### src/rtl/node_cloud_pkg.sv
// Shared types and helpers for the node-side blocks of the node cloud.
// Holds the uplink arbiter state encoding and the node index width helper.
package node_cloud_pkg;

    localparam int DEFAULT_DATA_W = 8;

    typedef enum logic [1:0] {
        IDLE    = 2'd0,
        XFER    = 2'd1,
        RELEASE = 2'd2
    } arb_state_t;

    function automatic int node_id_w(input int num_nodes);
        return (num_nodes > 1) ? $clog2(num_nodes) : 1;
    endfunction

endpackage

### src/rtl/node_uplink_arbiter_rr_picker.sv
// Combinational round-robin picker: first set request at or after rr_ptr,
// searched in circular order, returned both one-hot and as an index.
module rr_picker
    import node_cloud_pkg::*;
#(
    parameter  int NUM_NODES = 4,
    localparam int NODE_ID_W = node_id_w(NUM_NODES)
) (
    input  logic [NUM_NODES-1:0] req,
    input  logic [NODE_ID_W-1:0] rr_ptr,
    output logic [NUM_NODES-1:0] pick,
    output logic [NODE_ID_W-1:0] pick_idx
);

    logic [NUM_NODES-1:0] rotated;
    logic                 found;
    int                   offset;
    int                   pos;

    // Rotate so rr_ptr lands at bit 0; the lowest set bit is then the winner.
    always_comb begin
        rotated  = (req >> rr_ptr) | (req << (NUM_NODES - int'(rr_ptr)));
        found    = 1'b0;
        offset   = 0;
        pick     = '0;
        pick_idx = '0;
        for (int i = NUM_NODES - 1; i >= 0; i--) begin
            if (rotated[i]) begin
                found  = 1'b1;
                offset = i;
            end
        end
        pos = int'(rr_ptr) + offset;
        if (pos >= NUM_NODES) begin
            pos = pos - NUM_NODES;
        end
        if (found) begin
            pick_idx       = NODE_ID_W'(pos);
            pick[pick_idx] = 1'b1;
        end
    end

endmodule

### src/rtl/node_uplink_arbiter.sv
// Round-robin arbiter sharing the 8-bit server uplink among the node array.
// A grant ends on the node's last beat, the burst cap, or an idle timeout.
module node_uplink_arbiter
    import node_cloud_pkg::*;
#(
    parameter  int NUM_NODES    = 4,
    parameter  int DATA_W       = DEFAULT_DATA_W,
    parameter  int MAX_BURST    = 16,
    parameter  int IDLE_TIMEOUT = 32,
    localparam int NODE_ID_W    = node_id_w(NUM_NODES)
) (
    input  logic                        clk,
    input  logic                        rst,
    input  logic [NUM_NODES-1:0]        node_valid,
    input  logic [NUM_NODES*DATA_W-1:0] node_data,
    input  logic [NUM_NODES-1:0]        node_last,
    output logic [NUM_NODES-1:0]        node_ready,
    output logic                        srv_valid,
    output logic [DATA_W-1:0]           srv_data,
    output logic                        srv_last,
    output logic [NODE_ID_W-1:0]        srv_src,
    input  logic                        srv_ready,
    output logic                        timeout_err
);

    localparam int BEAT_W = $clog2(MAX_BURST + 1);
    localparam int IDLE_W = $clog2(IDLE_TIMEOUT + 1);

    arb_state_t             state_q, state_d;
    logic [NUM_NODES-1:0]   grant_q, grant_d;
    logic [NODE_ID_W-1:0]   src_q, src_d;
    logic [NODE_ID_W-1:0]   rr_ptr_q, rr_ptr_d;
    logic [BEAT_W-1:0]      beat_cnt_q, beat_cnt_d;
    logic [IDLE_W-1:0]      idle_cnt_q, idle_cnt_d;
    logic                   timeout_err_q, timeout_err_d;

    logic [NUM_NODES-1:0]   pick_onehot;
    logic [NODE_ID_W-1:0]   pick_idx;
    logic                   cap_hit;
    logic                   handshake;

    rr_picker #(
        .NUM_NODES (NUM_NODES)
    ) u_rr_picker (
        .req      (node_valid),
        .rr_ptr   (rr_ptr_q),
        .pick     (pick_onehot),
        .pick_idx (pick_idx)
    );

    assign cap_hit     = (beat_cnt_q == BEAT_W'(MAX_BURST - 1));
    assign handshake   = srv_valid & srv_ready;
    assign srv_src     = src_q;
    assign timeout_err = timeout_err_q;

    // Forward path is steered by the registered grant and is silent outside XFER.
    always_comb begin
        srv_valid  = 1'b0;
        srv_data   = '0;
        srv_last   = 1'b0;
        node_ready = '0;
        if (state_q == XFER) begin
            for (int i = 0; i < NUM_NODES; i++) begin
                if (grant_q[i]) begin
                    srv_valid     = node_valid[i];
                    srv_data      = node_data[i*DATA_W +: DATA_W];
                    srv_last      = node_last[i] | cap_hit;
                    node_ready[i] = srv_ready;
                end
            end
        end
    end

    always_comb begin
        state_d       = state_q;
        grant_d       = grant_q;
        src_d         = src_q;
        rr_ptr_d      = rr_ptr_q;
        beat_cnt_d    = beat_cnt_q;
        idle_cnt_d    = idle_cnt_q;
        timeout_err_d = 1'b0;
        case (state_q)
            IDLE: begin
                if (|node_valid) begin
                    grant_d    = pick_onehot;
                    src_d      = pick_idx;
                    beat_cnt_d = '0;
                    idle_cnt_d = '0;
                    state_d    = XFER;
                end
            end
            XFER: begin
                if (handshake) begin
                    beat_cnt_d = beat_cnt_q + 1'b1;
                end
                // A stalled but valid byte is not idle time.
                if (srv_valid) begin
                    idle_cnt_d = '0;
                end else begin
                    idle_cnt_d = idle_cnt_q + 1'b1;
                end
                if (handshake && srv_last) begin
                    grant_d = '0;
                    state_d = RELEASE;
                end else if (!srv_valid && (idle_cnt_q == IDLE_W'(IDLE_TIMEOUT - 1))) begin
                    grant_d       = '0;
                    timeout_err_d = 1'b1;
                    state_d       = RELEASE;
                end
            end
            RELEASE: begin
                if (src_q == NODE_ID_W'(NUM_NODES - 1)) begin
                    rr_ptr_d = '0;
                end else begin
                    rr_ptr_d = src_q + 1'b1;
                end
                state_d = IDLE;
            end
            default: begin
                grant_d = '0;
                state_d = IDLE;
            end
        endcase
    end

    always_ff @(posedge clk or negedge rst) begin
        if (!rst) begin
            state_q       <= IDLE;
            grant_q       <= '0;
            src_q         <= '0;
            rr_ptr_q      <= '0;
            beat_cnt_q    <= '0;
            idle_cnt_q    <= '0;
            timeout_err_q <= 1'b0;
        end else begin
            state_q       <= state_d;
            grant_q       <= grant_d;
            src_q         <= src_d;
            rr_ptr_q      <= rr_ptr_d;
            beat_cnt_q    <= beat_cnt_d;
            idle_cnt_q    <= idle_cnt_d;
            timeout_err_q <= timeout_err_d;
        end
    end

endmodule

### config.mk
export PLATFORM = sky130hd
export DESIGN_NAME = node_uplink_arbiter
export DESIGN_NICKNAME = d
export VERILOG_FILES = /design/src/rtl/node_cloud_pkg.sv /design/src/rtl/node_uplink_arbiter_rr_picker.sv /design/src/rtl/node_uplink_arbiter.sv
export SDC_FILE = /design/constraint.sdc
export NUM_CORES = 1
export LEC_CHECK = 0
export CORE_UTILIZATION = 41
export CTS_BUF_LIST = sky130_fd_sc_hd__clkbuf_8
export CTS_CLUSTER_SIZE = 30
export DETAILED_ROUTE_END_ITERATION = 12
export PLACE_DENSITY = 0.76
export SLEW_MARGIN = 20
export SYNTH_ARGS = -nofsm -noshare
export SYNTH_HDL_FRONTEND = slang
export SYNTH_SLANG_ARGS = --single-unit
### constraint.sdc
create_clock -name clk -period 5.2 [get_ports clk]
set_input_delay 1.04 -clock clk [delete_from_list [all_inputs] [get_ports clk]]
set_output_delay 1.04 -clock clk [all_outputs]
set_load 0.03 [all_outputs]
==> results of run 1 <==
-- power groups by stage --
stage	Sequential [W]	Clock, W	Combinational [W]
detailed placement	0.000328	0	0.000819
finish	0.000323	0.000122	0.000822
global route	0.000339	0.000130	0.000904
floorplan	0.000275	0	0.000611
global placement	0.000326	0	0.000809
CTS	0.000324	0.000123	0.000822
-- per-stage QoR --
| stage | hold slack [ps] | std cells | setup WS (ps) | area [µm²] |
|---|---|---|---|---|
| after global placement | 483 | 319 | 1150 | 2400 |
| after global routing | 526 | 323 | 1040 | 2460 |
| final | 503 | 323 | 1110 | 2460 |
| after floorplan | 468 | 223 | 2120 | 1820 |
| after CTS | 504 | 323 | 1100 | 2460 |
| after detailed placement | 500 | 319 | 1100 | 2400 |
-- cells by family (layout without fill, tap and decap cells) --
| kind of cell | count (synthesis) | after routing | synth area share, % |
|---|---|---|---|
| mux | 6 | 6 | 3.37 |
| simple gates | 100 | 100 | 29.5 |
| fa+ha+maj | 6 | 6 | 4.13 |
| xor+xnor | 4 | 4 | 1.93 |
| flops | 22 | 22 | 30.3 |
| buf+inv | 21 | 71 | 5.30 |
| compound gates | 64 | 64 | 25.5 |
-- synth_stat cells (4+ instances only) --
master                      instances  area [µm²]
sky130_fd_sc_hd__nor3b_1            4        30.0
sky130_fd_sc_hd__a221oi_1           8        70.1
sky130_fd_sc_hd__a211oi_1           4        30.0
sky130_fd_sc_hd__mux2i_1            5        50.1
sky130_fd_sc_hd__o2111ai_1          4        35.0
sky130_fd_sc_hd__o21ai_0            6        30.0
sky130_fd_sc_hd__o21ai_1           10        50.1
sky130_fd_sc_hd__nand2b_1           4        25.0
sky130_fd_sc_hd__and3_1             8        50.1
sky130_fd_sc_hd__dfrtp_1           22         551
sky130_fd_sc_hd__nor2_1            25        93.8
sky130_fd_sc_hd__clkbuf_1           6        22.5
sky130_fd_sc_hd__nand2_1           15        56.3
sky130_fd_sc_hd__a21oi_1           10        50.1
sky130_fd_sc_hd__buf_2              5        25.0
sky130_fd_sc_hd__ha_1               6        75.1
sky130_fd_sc_hd__nor3_1            10        50.1
sky130_fd_sc_hd__inv_1              8        30.0
sky130_fd_sc_hd__nand3_1            6        30.0
sky130_fd_sc_hd__nor2b_1           13        81.3
-- worst reg2reg max path, cell delays in order (launching register included) --
cell                       delay (ps)
sky130_fd_sc_hd__dfrtp_1          610
sky130_fd_sc_hd__inv_1            110
sky130_fd_sc_hd__ha_1             420
sky130_fd_sc_hd__o21ai_0          160
sky130_fd_sc_hd__a32oi_1          280
sky130_fd_sc_hd__nor3_1            90
sky130_fd_sc_hd__a221o_1          270
sky130_fd_sc_hd__a32o_1           230
sky130_fd_sc_hd__ha_1             200
sky130_fd_sc_hd__xnor2_1          300
sky130_fd_sc_hd__inv_1            120
sky130_fd_sc_hd__nor3_1           160
sky130_fd_sc_hd__a21oi_1          160
sky130_fd_sc_hd__o211ai_1         200
-- worst min-delay path by stage --
stage / startpoint / endpoint / slack (ps) / cells past startpoint
global placement: beat_cnt_q[4] / beat_cnt_q[4] / 480 / 1
global route: idle_cnt_q[0] / idle_cnt_q[0] / 530 / 1
finish: beat_cnt_q[0] / beat_cnt_q[0] / 500 / 1
floorplan: beat_cnt_q[0] / beat_cnt_q[0] / 470 / 1
detailed placement: beat_cnt_q[0] / beat_cnt_q[0] / 500 / 1
CTS: beat_cnt_q[0] / beat_cnt_q[0] / 500 / 1
-- registers in the layout (all words and copies together), names as in the netlist --
signal and cells:
idle_cnt_q 6, beat_cnt_q 5, grant_q 4, rr_ptr_q 2
srv_src 2, state_q 2, timeout_err 1
-- cells in the final DEF (no fill, tap or decap), types with 4 or more instances in the layout --
cell type	count
sky130_fd_sc_hd__ha_1	6
sky130_fd_sc_hd__mux2i_1	5
sky130_fd_sc_hd__nor2b_1	13
sky130_fd_sc_hd__o21ai_0	6
sky130_fd_sc_hd__nand3_1	6
sky130_fd_sc_hd__inv_1	8
sky130_fd_sc_hd__nand2b_1	4
sky130_fd_sc_hd__nand2_1	15
sky130_fd_sc_hd__a21oi_1	10
sky130_fd_sc_hd__clkbuf_8	4
sky130_fd_sc_hd__and3_1	8
sky130_fd_sc_hd__a211oi_1	4
sky130_fd_sc_hd__a221oi_1	8
sky130_fd_sc_hd__dfrtp_1	22
sky130_fd_sc_hd__nor2_1	25
sky130_fd_sc_hd__o21ai_1	10
sky130_fd_sc_hd__nor3_1	10
sky130_fd_sc_hd__clkdlybuf4s50_1	59
sky130_fd_sc_hd__nor3b_1	4
sky130_fd_sc_hd__o2111ai_1	4
-- final cells by class --
type | count | area, µm²
inverter | 8 | 30.0
tap | 50 | 62.6
clock buffer | 4 | 55.1
sequential | 22 | 551
fill | 374 | 1660
multi-input combinational | 180 | 1170
timing repair buffer | 59 | 591
-- layer usage --
layer	up-vias	global-route usage (%)	part of all wire (%)	wire length [µm]
li1	932	-	-	-
met1	897	29.4	46	2230
met2	62	38.5	48	2290
met3	5	3.29	5.3	254
met4	0	4.43	0.73	35
met5	-	0	0	0
==> flow_summary_export.csv, run 1 <==
group,metric,value,unit
status,status,"finished clean",
logic_synthesis,yosys_most_used_dff,"sky130_fd_sc_hd__dfrtp_1",
critical_path,critical-path-top-cell-by-count,"sky130_fd_sc_hd__clkdlybuf4s50_1",
logic_synthesis,synthesis.area,1820,µm²
floorplan,initial_utilization,44.2,%
logic_synthesis,ys_seq_elements,22,
logic_synthesis,synthesis.nets,272,
place,hpwl,3650,µm
timing,skew,3.51,ps
drt,drt_drc_violations_left,0,
finish,area_delta_synth_final,35.3,%
grt,initial_antenna_violation_count,0,
critical_path,startpoint_of_the_worst_register_to_register_path,"rr_ptr_q[1]",
timing,timing.setup.tns,0,ps
critical_path,reg2reg_setup_slack,1820,ps
floorplan,placementRows,23,
finish,num_antenna_cells,0,
drt,drt-initial-drc-count,66,
critical_path,worstPathRequired,4160,ps
timing,finalHoldViolations,0,
finish,final_util,59.8,%
critical_path,crit-reg2reg-capture,"grant_q[3]",
logic_synthesis,async_reset_ff_share,100,%
floorplan,die_area,4700,µm²
pwr,power_report.internal_total,0.000642,W
clock_tree,path_clk_slew,80,ps
place,routabilityCongestion,0.782,
critical_path,timing.critical_path.from,"node_valid[1]",
logic_synthesis,cells_after_synthesis,223,
floorplan,core,4120,µm²
critical_path,path_buf_inv,2,
timing,final_max_slew_violation_count,0,
place,port_buffers,59,
timing,worst-slew-pin-transition,952,ps
timing,min_period,4090,ps
clock_tree,cts_tree,"done",
pwr,finalPower,0.00127,W
logic_synthesis,synth.yosys.seq_area_share,30.3,%
logic_synthesis,synth_warnings,0,
floorplan,die_height,68.6,µm
drt,ant_nets,0,
critical_path,worstSetupPathType,"input port to output port",
drt,num_vias,1896,
pwr,comb_power_share,64.9,%
critical_path,cp-start-kind,"input port",
pwr,seq_power_share,25.5,%
logic_synthesis,post_synth.cell_area_avg,8.15,µm²
pwr,ir_drop,0.000370,V
clock_tree,post_cts.repair.setup_buffers,0,
timing,final_setup_violation_count,0,
clock_tree,cts_buffer_depth,2,
grt,grt_overflow_total,0,
critical_path,worst_path_max_stage_delay,690,ps
clock_tree,cts_sinks,22,
clock_tree,cts_resized,0,
grt,vias_in_the_first_global_route,1855,
finish,drive_above_1_share,4.03,%
pwr,switching_share_of_power,49.3,%
critical_path,cp_slowest_cell,"sky130_fd_sc_hd__clkdlybuf4s50_1",
pwr,clock_power_share,9.6,%
clock_tree,clkLatencyLatePin,260,ps
grt,grtUsageTotal,22.3,%
clock_tree,cts.root.buffer_cell,"sky130_fd_sc_hd__clkbuf_8",
logic_synthesis,synth_cell_types,49,
critical_path,ff2ff_path_depth,13,
critical_path,worst_setup_path_end_kind,"output port",
timing,grt_setup_unrepaired,"false",
clock_tree,cts_hold_buffers,0,
pwr,power_switching,0.000625,W
drt,post_drt_via_cell_ratio,5.87,
critical_path,crit_fanout,9,
drt,routed_wl,4820,µm
clock_tree,cts_made_buffers,3,
critical_path,crit_arrival,3050,ps
logic_synthesis,synth_enable_flop_cells,0,
timing,worst_slew_margin_rel,36.3,%
run,max-cap-violations,0,
hold_path,tightest_hold_check_type,"flip-flop to flip-flop",
grt,grt_pass1_wl,8000,µm
critical_path,stages_on_the_worst_setup_path,5,
pwr,power.leakage,1.05,nW
floorplan,die_width,68.6,µm
pwr,power.density_cell_area,515,nW/µm²
drt,drt-wirelength-per-cell,14.9,µm
clock_tree,h-tree-depth,1,
critical_path,cp-endpoint,"srv_valid",
critical_path,timing.critical_path.cells,"clkdlybuf4s50_1 -> a211oi_1 -> a211o_1 -> nor2_1 -> clkdlybuf4s50_1",
finish,finish.net_count,323,
grt,grt_max_degree,25,
critical_path,critPathTopFamily,"buffers and inverters",
drt,detailedRoute.firstPassIterationCount,5,
timing,period_share,78.7,%
timing,fmax,244,MHz
floorplan,top_level_ports,60,
No activity file was read; power rests on OpenSTA's default activity.
==> run 2: changes to the inputs <==
- PLACE_DENSITY: 0.76 -> 0.79
- clock period: 5.2 -> 3.6 ns (I/O delays scaled with it)
==> run 2 against run 1 <==
Effect of this change:
- wire length shrank 1.2%
- utilization grew 0.82 points
- via count grew 0.74%
- die area is the same
- sequential share of layout area shrank 0.30 points
- hold slack lost 99 ps
- clock skew grew 4.0 ps
- design area grew 1.4%
- first-iteration DRC count grew 86%
- non-clock buffer count grew 7
- largest power group unchanged
==> flow_summary_export.csv, run 2 (synthesis results as in run 1) <==
group,metric,value,unit
drt,num_vias,1910,
timing,fmax,300,MHz
timing,skew,7.48,ps
floorplan,placementRows,23,
grt,initial_antenna_violation_count,0,
timing,final.hold.worst_slack,403,ps
critical_path,path_buf_inv,2,
finish,layout_top_registers,"idle_cnt_q: 6 flops, beat_cnt_q: 5 flops, grant_q: 4 flops",
timing,final_setup_violation_count,0,
critical_path,critical-path-top-cell-by-count,"sky130_fd_sc_hd__ha_1",
timing,period_share,92.5,%
floorplan,core,4120,µm²
timing,timing.setup.tns,0,ps
critical_path,timing.critical_path.cells,"ha_1 -> and3_1 -> ha_1 -> nor4b_1 -> a211o_1 -> a31o_2 -> inv_1 -> clkdlybuf4s50_1",
place,port_buffers,59,
critical_path,worstSetupPathType,"flip-flop to output port",
floorplan,die_area,4700,µm²
finish,finish.net_count,330,
pwr,power.density_cell_area,739,nW/µm²
finish,layout.cell_area.non_filler,2490,µm²
timing,final_critical_path_setup_slack,268,ps
timing,worst-slew-pin-transition,661,ps
clock_tree,cts_sinks,22,
critical_path,cp_slowest_cell,"sky130_fd_sc_hd__clkdlybuf4s50_1",
finish,area_delta_synth_final,37.2,%
timing,min_period,3330,ps
grt,grt_pass1_wl,7950,µm
drt,drt-wirelength-per-cell,14.5,µm
timing,grt_setup_unrepaired,"false",
drt,drt-initial-drc-count,123,
place,routabilityCongestion,0.872,
clock_tree,cts_tree,"done",
floorplan,top_level_ports,60,
drt,routed_wl,4760,µm
drt,post_drt_via_cell_ratio,5.81,
clock_tree,cts_hold_buffers,0,
finish,fillerInstances,384,
place,dpl_worst_slack,263,ps
critical_path,critPathTopFamily,"buffers and inverters",
drt,ant_nets,0,
clock_tree,post_cts.repair.setup_buffers,0,
grt,grtUsageTotal,22.4,%
floorplan,die_width,68.6,µm
clock_tree,cts_buffer_depth,2,
critical_path,crit_arrival,2610,ps
timing,worst_slew_margin_rel,56.0,%
finish,layout_commonest_cell,"sky130_fd_sc_hd__clkdlybuf4s50_1",
finish,drive_above_1_share,6.45,%
clock_tree,path_clk_slew,80,ps
finish,layout.area.seq,551,µm²
clock_tree,cts.root.buffer_cell,"sky130_fd_sc_hd__clkbuf_8",
pwr,ir_drop,0.000376,V
finish,fin_cells,329,
grt,grt_max_degree,24,
drt,detailedRoute.firstPassIterationCount,5,
critical_path,worstPathRequired,2880,ps
drt,drt_drc_violations_left,0,
floorplan,initial_utilization,44.2,%
clock_tree,h-tree-depth,1,
clock_tree,cts_resized,0,
pwr,power.leakage,1.08,nW
critical_path,cp-start-kind,"flip-flop",
finish,most-common-layout-cells,"sky130_fd_sc_hd__clkdlybuf4s50_1, sky130_fd_sc_hd__nor2_1, sky130_fd_sc_hd__dfrtp_1",
finish,largest_register_ff_count,6,
place,area_after_dpl,2460,µm²
floorplan,die_height,68.6,µm
critical_path,worst_path_max_stage_delay,600,ps
finish,multi_input_area,1170,µm²
timing,final_max_slew_violation_count,0,
grt,vias_in_the_first_global_route,1784,
finish,num_antenna_cells,0,
timing,finalHoldViolations,0,
critical_path,worst_setup_path_end_kind,"output port",
place,hpwl,3690,µm
clock_tree,clkLatencyLatePin,270,ps
critical_path,crit_fanout,6,
grt,grt_overflow_total,0,
clock_tree,cts_made_buffers,3,
hold_path,tightest_hold_check_type,"input port to asynchronous set/reset pin",
place,dpl.cell_count,326,
status,status,"finished clean",
run,max-cap-violations,0,
finish,regMostFlops,"idle_cnt_q",
run 2: changes by cell type in the layout (fill, tap and decap cells not counted):
cell / previous run / this run
sky130_fd_sc_hd__buf_4: 0 / 7
sky130_fd_sc_hd__clkdlybuf4s50_1: 59 / 58
sky130_fd_sc_hd__buf_2: 0 / 1
sky130_fd_sc_hd__clkbuf_8: 4 / 3
run 2: final timing paths:
kind	start	endpoint	slack [ps]	cells past startpoint
max	beat_cnt_q[0]	srv_last	270	8
min	rst	idle_cnt_q[0]	400	1
max reg2reg	rr_ptr_q[1]	grant_q[3]	640	13
min reg2reg	beat_cnt_q[4]	beat_cnt_q[4]	510	1
max in group asynchronous	rst	srv_src[0]	2850	1
min in group clk	beat_cnt_q[4]	beat_cnt_q[4]	510	1
run 2: metrics by stage:
stage / util, % / power (W)
after floorplan: - / 0.00128
after global placement: 59.7 / 0.00168
after detailed placement: 59.7 / 0.00170
after CTS: 60.7 / 0.00185
after global routing: 60.6 / 0.00200
final: 60.6 / 0.00184
run 2: final cells by class:
class,count,area share [%]
multi-input cells,180,47.0
clock buffers,3,1.66
well taps,50,2.51
flip-flops and latches,22,22.1
repair buffers,66,25.6
inverters,8,1.20
run 2: power by group:
group	switching [W]	internal, W	total, W
Clock	0.0000803	0.0000748	0.000155
Sequential	0.0000896	0.000316	0.000405
Combinational	0.000731	0.000552	0.00128
Total	0.000900	0.000943	0.00184
run 2: per-layer routing:
layer  global-route usage (%)  routed length (µm)  vias up
li1                         -                   -      949
met1                     30.4                2220      895
met2                     36.2                2220       62
met3                     2.96                 254        4
met4                     7.55                  59        0
met5                        0                   0        -
